File: src/rtl/instruction_issue_if.sv
// Bus between the issue sequencer, the instruction RAM read port and the decoder.
// Neither side has a ready signal. instr_rd_data is valid exactly one cycle after instr_rd_en.
// instr_enable is a one-cycle strobe that the decoder must take, and instruction is 0 whenever it is low.
interface instruction_issue_if #(
    parameter int ADDR_W  = 10,
    parameter int INSTR_W = 64
);
    logic               instr_rd_en;
    logic [ADDR_W-1:0]  instr_rd_addr;
    logic [INSTR_W-1:0] instr_rd_data;
    logic [INSTR_W-1:0] instruction;
    logic               instr_enable;

    modport master (
        output instr_rd_en,
        output instr_rd_addr,
        input  instr_rd_data,
        output instruction,
        output instr_enable
    );

    modport slave (
        input  instr_rd_en,
        input  instr_rd_addr,
        output instr_rd_data,
        input  instruction,
        input  instr_enable
    );
endinterface

File: src/rtl/instruction_issue.sv
// Instruction fetch/issue front end: reads one instruction per READ/DATA/ISSUE pass and
// blocks on fetch, CONV and system-hold opcodes until the matching completion pulse.
module instruction_issue #(
    parameter int ADDR_W  = 10,
    parameter int INSTR_W = 64
) (
    input  logic                clk,
    input  logic                rst,
    input  logic                start,
    input  logic [ADDR_W-1:0]   start_addr,
    instruction_issue_if.master bus,
    input  logic                fetch_done,
    input  logic                conv_done,
    input  logic                resume,
    output logic                busy,
    output logic                halted,
    output logic [15:0]         issue_count,
    output logic [2:0]          state_dbg
);

    typedef enum logic [2:0] {
        S_IDLE        = 3'd0,
        S_READ        = 3'd1,
        S_DATA        = 3'd2,
        S_ISSUE       = 3'd3,
        S_WAIT_FETCH  = 3'd4,
        S_WAIT_CONV   = 3'd5,
        S_WAIT_RESUME = 3'd6,
        S_HALT        = 3'd7
    } state_t;

    state_t             state_q, state_d;
    logic [ADDR_W-1:0]  pc_q, pc_d;
    logic [INSTR_W-1:0] instr_q, instr_d;
    logic               en_q, en_d;
    logic               busy_q, busy_d;
    logic               halted_q, halted_d;
    logic [15:0]        count_q, count_d;
    logic               fetch_flag_q, fetch_flag_d;
    logic               conv_flag_q, conv_flag_d;
    logic               resume_flag_q, resume_flag_d;
    logic [7:0]         opcode;
    logic               op_fetch, op_conv, op_hold;

    assign opcode   = instr_q[INSTR_W-1 -: 8];
    assign op_fetch = (opcode == 8'h02) || (opcode == 8'h04);
    assign op_conv  = (opcode == 8'h81);
    assign op_hold  = (opcode == 8'h44);

    always_comb begin
        state_d  = state_q;
        pc_d     = pc_q;
        instr_d  = instr_q;
        en_d     = 1'b0;
        count_d  = count_q;
        // A done pulse arms its flag only while the matching opcode sits in ISSUE or in its
        // own wait state, so a pulse seen anywhere else cannot release a later wait.
        fetch_flag_d  = fetch_flag_q  | (fetch_done & ((state_q == S_WAIT_FETCH)  | ((state_q == S_ISSUE) & op_fetch)));
        conv_flag_d   = conv_flag_q   | (conv_done  & ((state_q == S_WAIT_CONV)   | ((state_q == S_ISSUE) & op_conv)));
        resume_flag_d = resume_flag_q | (resume     & ((state_q == S_WAIT_RESUME) | ((state_q == S_ISSUE) & op_hold)));

        case (state_q)
            S_IDLE, S_HALT: begin
                if (start) begin
                    pc_d    = start_addr;
                    count_d = 16'd0;
                    state_d = S_READ;
                end
            end
            S_READ: state_d = S_DATA;
            S_DATA: begin
                instr_d = bus.instr_rd_data;
                en_d    = 1'b1;
                pc_d    = pc_q + ADDR_W'(1);
                if (count_q != 16'hFFFF) count_d = count_q + 16'd1;
                state_d = S_ISSUE;
            end
            S_ISSUE: begin
                instr_d = '0;
                if (opcode == 8'h82)  state_d = S_HALT;
                else if (op_fetch)    state_d = S_WAIT_FETCH;
                else if (op_conv)     state_d = S_WAIT_CONV;
                else if (op_hold)     state_d = S_WAIT_RESUME;
                else                  state_d = S_READ;
            end
            S_WAIT_FETCH: begin
                if (fetch_flag_q || fetch_done) begin
                    fetch_flag_d = 1'b0;
                    state_d      = S_READ;
                end
            end
            S_WAIT_CONV: begin
                if (conv_flag_q || conv_done) begin
                    conv_flag_d = 1'b0;
                    state_d     = S_READ;
                end
            end
            S_WAIT_RESUME: begin
                if (resume_flag_q || resume) begin
                    resume_flag_d = 1'b0;
                    state_d       = S_READ;
                end
            end
            default: state_d = S_IDLE;
        endcase

        busy_d   = (state_d != S_IDLE) && (state_d != S_HALT);
        halted_d = (state_d == S_HALT);
    end

    always_ff @(posedge clk) begin
        if (rst) begin
            state_q       <= S_IDLE;
            pc_q          <= '0;
            instr_q       <= '0;
            en_q          <= 1'b0;
            busy_q        <= 1'b0;
            halted_q      <= 1'b0;
            count_q       <= 16'd0;
            fetch_flag_q  <= 1'b0;
            conv_flag_q   <= 1'b0;
            resume_flag_q <= 1'b0;
        end else begin
            state_q       <= state_d;
            pc_q          <= pc_d;
            instr_q       <= instr_d;
            en_q          <= en_d;
            busy_q        <= busy_d;
            halted_q      <= halted_d;
            count_q       <= count_d;
            fetch_flag_q  <= fetch_flag_d;
            conv_flag_q   <= conv_flag_d;
            resume_flag_q <= resume_flag_d;
        end
    end

    assign bus.instr_rd_en   = (state_q == S_READ);
    assign bus.instr_rd_addr = (state_q == S_READ) ? pc_q : '0;
    assign bus.instruction   = instr_q;
    assign bus.instr_enable  = en_q;
    assign busy              = busy_q;
    assign halted            = halted_q;
    assign issue_count       = count_q;
    assign state_dbg         = state_q;

endmodule

File: src/flat_wrapper.sv
// flat-port wrapper written by rule: the top's interface ports become plain ports
module instruction_issue_flat 
#(
    parameter int ADDR_W  = 10,
    parameter int INSTR_W = 64
)
  (clk, rst, start, start_addr, fetch_done, conv_done, resume, busy, halted, issue_count, state_dbg, bus_instr_rd_en, bus_instr_rd_addr, bus_instr_rd_data, bus_instruction, bus_instr_enable);
  instruction_issue_if #(.ADDR_W(ADDR_W), .INSTR_W(INSTR_W)) bus_i ();
  input  logic clk;
  input  logic rst;
  input  logic start;
  input  logic [ADDR_W-1:0] start_addr;
  input  logic fetch_done;
  input  logic conv_done;
  input  logic resume;
  output logic busy;
  output logic halted;
  output logic [15:0] issue_count;
  output logic [2:0] state_dbg;
  output wire logic [$bits(bus_i.instr_rd_en)-1:0] bus_instr_rd_en;
  output wire logic [$bits(bus_i.instr_rd_addr)-1:0] bus_instr_rd_addr;
  input wire logic [$bits(bus_i.instr_rd_data)-1:0] bus_instr_rd_data;
  output wire logic [$bits(bus_i.instruction)-1:0] bus_instruction;
  output wire logic [$bits(bus_i.instr_enable)-1:0] bus_instr_enable;
  assign bus_instr_rd_en = bus_i.instr_rd_en;
  assign bus_instr_rd_addr = bus_i.instr_rd_addr;
  assign bus_i.instr_rd_data = bus_instr_rd_data;
  assign bus_instruction = bus_i.instruction;
  assign bus_instr_enable = bus_i.instr_enable;
  instruction_issue #(.ADDR_W(ADDR_W), .INSTR_W(INSTR_W)) u_core (.clk(clk), .rst(rst), .start(start), .start_addr(start_addr), .bus(bus_i), .fetch_done(fetch_done), .conv_done(conv_done), .resume(resume), .busy(busy), .halted(halted), .issue_count(issue_count), .state_dbg(state_dbg));
endmodule
File: config.mk
export PLATFORM = sky130hd
export DESIGN_NAME = instruction_issue_flat
export DESIGN_NICKNAME = d
export VERILOG_FILES = /design/src/rtl/instruction_issue_if.sv /design/src/rtl/instruction_issue.sv /design/src/flat_wrapper.sv
export SDC_FILE = /design/constraint.sdc
export NUM_CORES = 1
export LEC_CHECK = 0
export CAP_MARGIN = 10
export CORE_MARGIN = 4
export CORE_UTILIZATION = 35
export CTS_CLUSTER_DIAMETER = 80
export DETAILED_ROUTE_END_ITERATION = 10
export PLACE_DENSITY_LB_ADDON = 0.25
export SLEW_MARGIN = 40
export SYNTH_ARGS = -nofsm -noshare
export SYNTH_HDL_FRONTEND = slang
export SYNTH_SLANG_ARGS = --single-unit
File: constraint.sdc
create_clock -name clk -period 1.88 [get_ports clk]
set_clock_uncertainty 0.15 [all_clocks]
set_input_delay 0.564 -clock clk [delete_from_list [all_inputs] [get_ports clk]]
set_output_delay 0.564 -clock clk [all_outputs]
set_load 0.005 [all_outputs]
==> flow_results.org <==
** Outcome
- The run finished, with violations left.
- The final reports fail on negative setup slack.

** Yosys
- Sorting the synthesized cells by how often they occur yields 99 x sky130_fd_sc_hd__dfxtp_1, 64 x sky130_fd_sc_hd__a22o_1, 24 x sky130_fd_sc_hd__a21oi_1.
- Number of different library cells in the post-synthesis netlist :: 66
- Sequential element share of the synthesized area :: 48.98%
- Top area cells in the synthesized netlist :: sky130_fd_sc_hd__dfxtp_1 49%, sky130_fd_sc_hd__a22o_1 14%, sky130_fd_sc_hd__a21oi_1 3.0%
- Synthesized flop and latch total :: 99
- Gate count of the mapped netlist :: 401
- Number of synthesized flops with an enable pin :: 0
- Among all flip-flop cells after synthesis, the most frequent one is sky130_fd_sc_hd__dfxtp_1.
- Avg Synthesized Cell Area :: 10.09 um^2
- Post-synth top area share :: 48.98%
- Top cell type by total area after synthesis :: sky130_fd_sc_hd__dfxtp_1
- Share of flip-flops with an asynchronous set or reset after synthesis :: 0%
- Cell with the most instances after synthesis :: sky130_fd_sc_hd__dfxtp_1
- Number of warnings reported in the yosys synthesis log :: 0
- Post-synth net total :: 483
- After synthesis the cells add up to 4046 um^2.

** Pwr
- Power Density :: 751.4 nW/um^2
- In this run the power spent charging and discharging nets is 1.294 mW.
- Of the total power, the share spent switching nets is 25.12%.
- Internal power comes to 3.858 mW.
- Peak supply drop :: 0.4298 mV
- Leakage component of the power :: 3.105 nW
- The completed layout was analyzed and its total power is 5.152 mW.
- Clk network pwr share :: 35.8%
- Flop pwr share :: 44.6%
- Share of total power in combinational logic :: 19.6%

** Timing
- Setup tns final :: -1.626 ns
- Setup WS post-layout :: -0.2367 ns
- Worst-case headroom to the max-slew limit :: 70.15%
- Worst slew pin tran :: 0.4473 ns
- The max-slew violation count came to 0.
- The worst path in the final design needs a cycle of 2.117 ns, including I/O delays and setup.
- Final number of setup-violating endpoints :: 20
- For this run, the top clock speed supported by timing is 472.4 MHz.
- RSZ-0062 raised after global routing :: true
- Post-route fraction of the period consumed by the critical path :: 112.6%
- Hold Slack :: 0.3193 ns
- The final count of hold timing violations was 0.

** Setup path
- Critical path origin :: u_core.state_dbg[2]
- Of all nets on the critical path, the largest fanout is 4.
- The signal on the critical path passes through nor2_4 -> buf_6 -> buf_6 -> buf_6 -> and3_4 -> buf_6.
- Data arrives at the worst endpoint at 1.40 ns.
- STA classifies the critical path startpoint as a register.
- In this design, the stage delay of the slowest critical-path cell is 0.35 ns.
- Class of the most critical setup path :: register to output port
- In this run the critical register-to-register path is launched from u_core.state_dbg[2].
- Cell with the most instances on the worst path :: sky130_fd_sc_hd__buf_6
- The worst setup path is captured at an output port.
- Worst path required time :: 1.17 ns
- The slowest stage of the critical path is the sky130_fd_sc_hd__dfxtp_4 cell.
- Largest delay share family, worst path :: buffers and inverters
- The critical path contains buffers and inverters numbering 4 combined.

** Min path
- Path type of the worst min-delay path :: register to register
- Start point of the worst hold path :: u_core.bus.instruction[33]

** Placed design
- Cell Count Post-Placement :: 749
- Number of input and output port buffers inserted :: 176
- Before CTS, the worst setup slack after placement is -0.5563 ns.
- HPWL after detailed placement :: 9668 um
- Summing all placed instances gives a cell area of 6337 um^2.
- The congestion estimate from routability-driven global placement came to 0.8419.

** Detailed routing
- In this run the top signal layer used is met4.
- The detailed router put a total of 5488 um of wire on met1.
- After the first detailed-routing iteration, the DRC count stood at 148.
- In the final routed layout, each cell accounts on average for 16.99 um.
- The detailed router placed 4177 vias in this run.
- After detailed routing, the number of vias per cell comes to 5.328.
- Met2 routed wirelength :: 6296 um
- After detailed routing, the number of remaining DRC violations is 0.
- Routed wire length on met3 :: 1224 um
- Count of nets left with antenna violations after detail routing :: 0
- The first detailed-routing pass took 4 iterations.
- Routed Wire Length :: 13320 um

** Run
- Number of violations of the max-capacitance limit :: 0

** CTS
- The clock tree synthesis step divided the H-tree into 3 levels.
- Buffer levels on the longest clock path :: 2
- Clock net sink count :: 99
- In this run, CTS created clock tree buffers numbering 9.
- The cell sitting at the root of the clock tree is a sky130_fd_sc_hd__clkbuf_16.
- For this design, the CTS-stage hold fixing added 0 buffers.
- The later pin in the worst-skew pair is clocked with a latency of 0.35 ns.
- After clock tree synthesis, the clock-pin slew on the worst setup and hold paths is 0.07 ns.
- TritonCTS built the clock tree.

** Global route
- Total global-route track usage :: 19.58%
- Grt total ovfl :: 0
- The via count of the first global-routing pass was 4264.
- The first global-routing pass estimated 20870 um of wire.
- Pin count of the biggest net entering global routing :: 42
- Initial antenna violation count :: 0

** Die
- IO Pins :: 177
- Vertical extent of the die :: 115.5 um
- Die Outline Area :: 13340 um^2
- Initial Util :: 35.59%
- In this run the horizontal extent of the chip is 115.5 um.
- The floorplan step defined a core boundary enclosing 11370 um^2.
- In this run the core area contains 39 standard-cell rows.

** Finish
- After the flow finishes, the layout carries non-filler instances totaling 784.
- Proportion of layout cells with a drive suffix above 1 :: 25.59%
- Area taken by multi-input logic gates :: 2024 um^2
- The layout has 1002 filler cells.
- Post-route cell area :: 6857 um^2
- Synthesis-to-layout area growth :: 69.45%
- Final #Nets :: 719
- The repair_antennas step left the layout with diodes totalling 0.
- Across the whole layout, storage elements account for 2022 um^2.
- Cells fill 60.31% of the core in the end.
## worst register-to-register path, delay by kind of cell (launching register included)
kind	cells	cell delay, ns
compound gates	2	0.24
simple gates	3	0.78
flops	1	0.36
buf+inv	2	0.35
## kinds of logic after synthesis
family | Yosys count | synth area share (%)
and+or+nand+nor | 114 | 17.04
buffers and inverters | 34 | 4.267
AOI/OAI and AO/OA | 147 | 27.92
adders and majority gates | 2 | 0.6183
DFF | 99 | 48.98
xor gates and xnor gates | 2 | 0.4330
muxes | 3 | 0.7421
## path summary, 6_finish.rpt
| kind | end | slack, ns | cells after the start |
|---|---|---|---|
| max reg2reg | u_core.issue_count[8] | -0.06 | 7 |
| min reg2reg | u_core.bus.instruction[33] | 0.32 | 1 |
| min | u_core.bus.instruction[33] | 0.32 | 1 |
| max | bus_instr_rd_addr[0] | -0.24 | 6 |
## timing repair
| item | CTS | global route |
|---|---|---|
| setup endpoints to repair | 128 | 33 |
| resized for setup | 186 | 22 |
| buffers inserted | 15 | 5 |
| cloned | 2 | 0 |
| endpoints found under the hold margin | 0 | 0 |
| pin swaps | 11 | 5 |
## state kept, by name, summed over array words and instances, names as in the netlist
| signal | cells |
|---|---|
| u_core.state_dbg | 3 |
| u_core.conv_flag_q | 1 |
| u_core.issue_count | 16 |
| u_core.resume_flag_q | 1 |
| u_core.busy | 1 |
| u_core.bus.instruction | 64 |
| u_core.halted | 1 |
| u_core.pc_q | 10 |
| u_core.fetch_flag_q | 1 |
| u_core.bus.instr_enable | 1 |
## layer usage
layer | up-vias | track usage, %
met2 | 166 | 32.37
met5 | - | 0
met3 | 21 | 7.363
li1 | 2016 | -
met1 | 1974 | 22.91
met4 | 0 | 8.059
## final cells by class
type,count,area share [%]
clock buffers,10,3.485
repair buffers,254,33.89
flip-flops and latches,99,29.49
clock inverters,5,0.7847
inverters,4,0.2190
multi-input cells,269,29.53
well taps,143,2.609
## cell usage in the layout (no fill, tap or decap), types with 9 or more instances in the layout
cell,synthesis,routed
sky130_fd_sc_hd__clkdlybuf4s50_1,0,76
sky130_fd_sc_hd__and3_1,14,9
sky130_fd_sc_hd__nand2_1,16,13
sky130_fd_sc_hd__dlygate4sd2_1,0,87
sky130_fd_sc_hd__buf_6,3,14
sky130_fd_sc_hd__clkbuf_16,0,9
sky130_fd_sc_hd__nor2_1,19,15
sky130_fd_sc_hd__buf_4,3,63
sky130_fd_sc_hd__a22o_1,64,64
sky130_fd_sc_hd__dfxtp_2,0,17
sky130_fd_sc_hd__nand3_1,10,10
sky130_fd_sc_hd__a21oi_1,24,23
sky130_fd_sc_hd__dfxtp_1,99,77
## power by group through the flow
stage	logic (mW)	registers, mW	clock network [mW]
2_1_floorplan	0.367	2.34	0
5_1_grt	1.09	2.31	1.97
4_1_cts	0.975	2.29	1.88
6_report	1.01	2.30	1.85
3_3_place_gp	0.939	2.34	0
3_5_place_dp	0.955	2.34	0
Note: power is estimated with default switching activity, not from simulation.
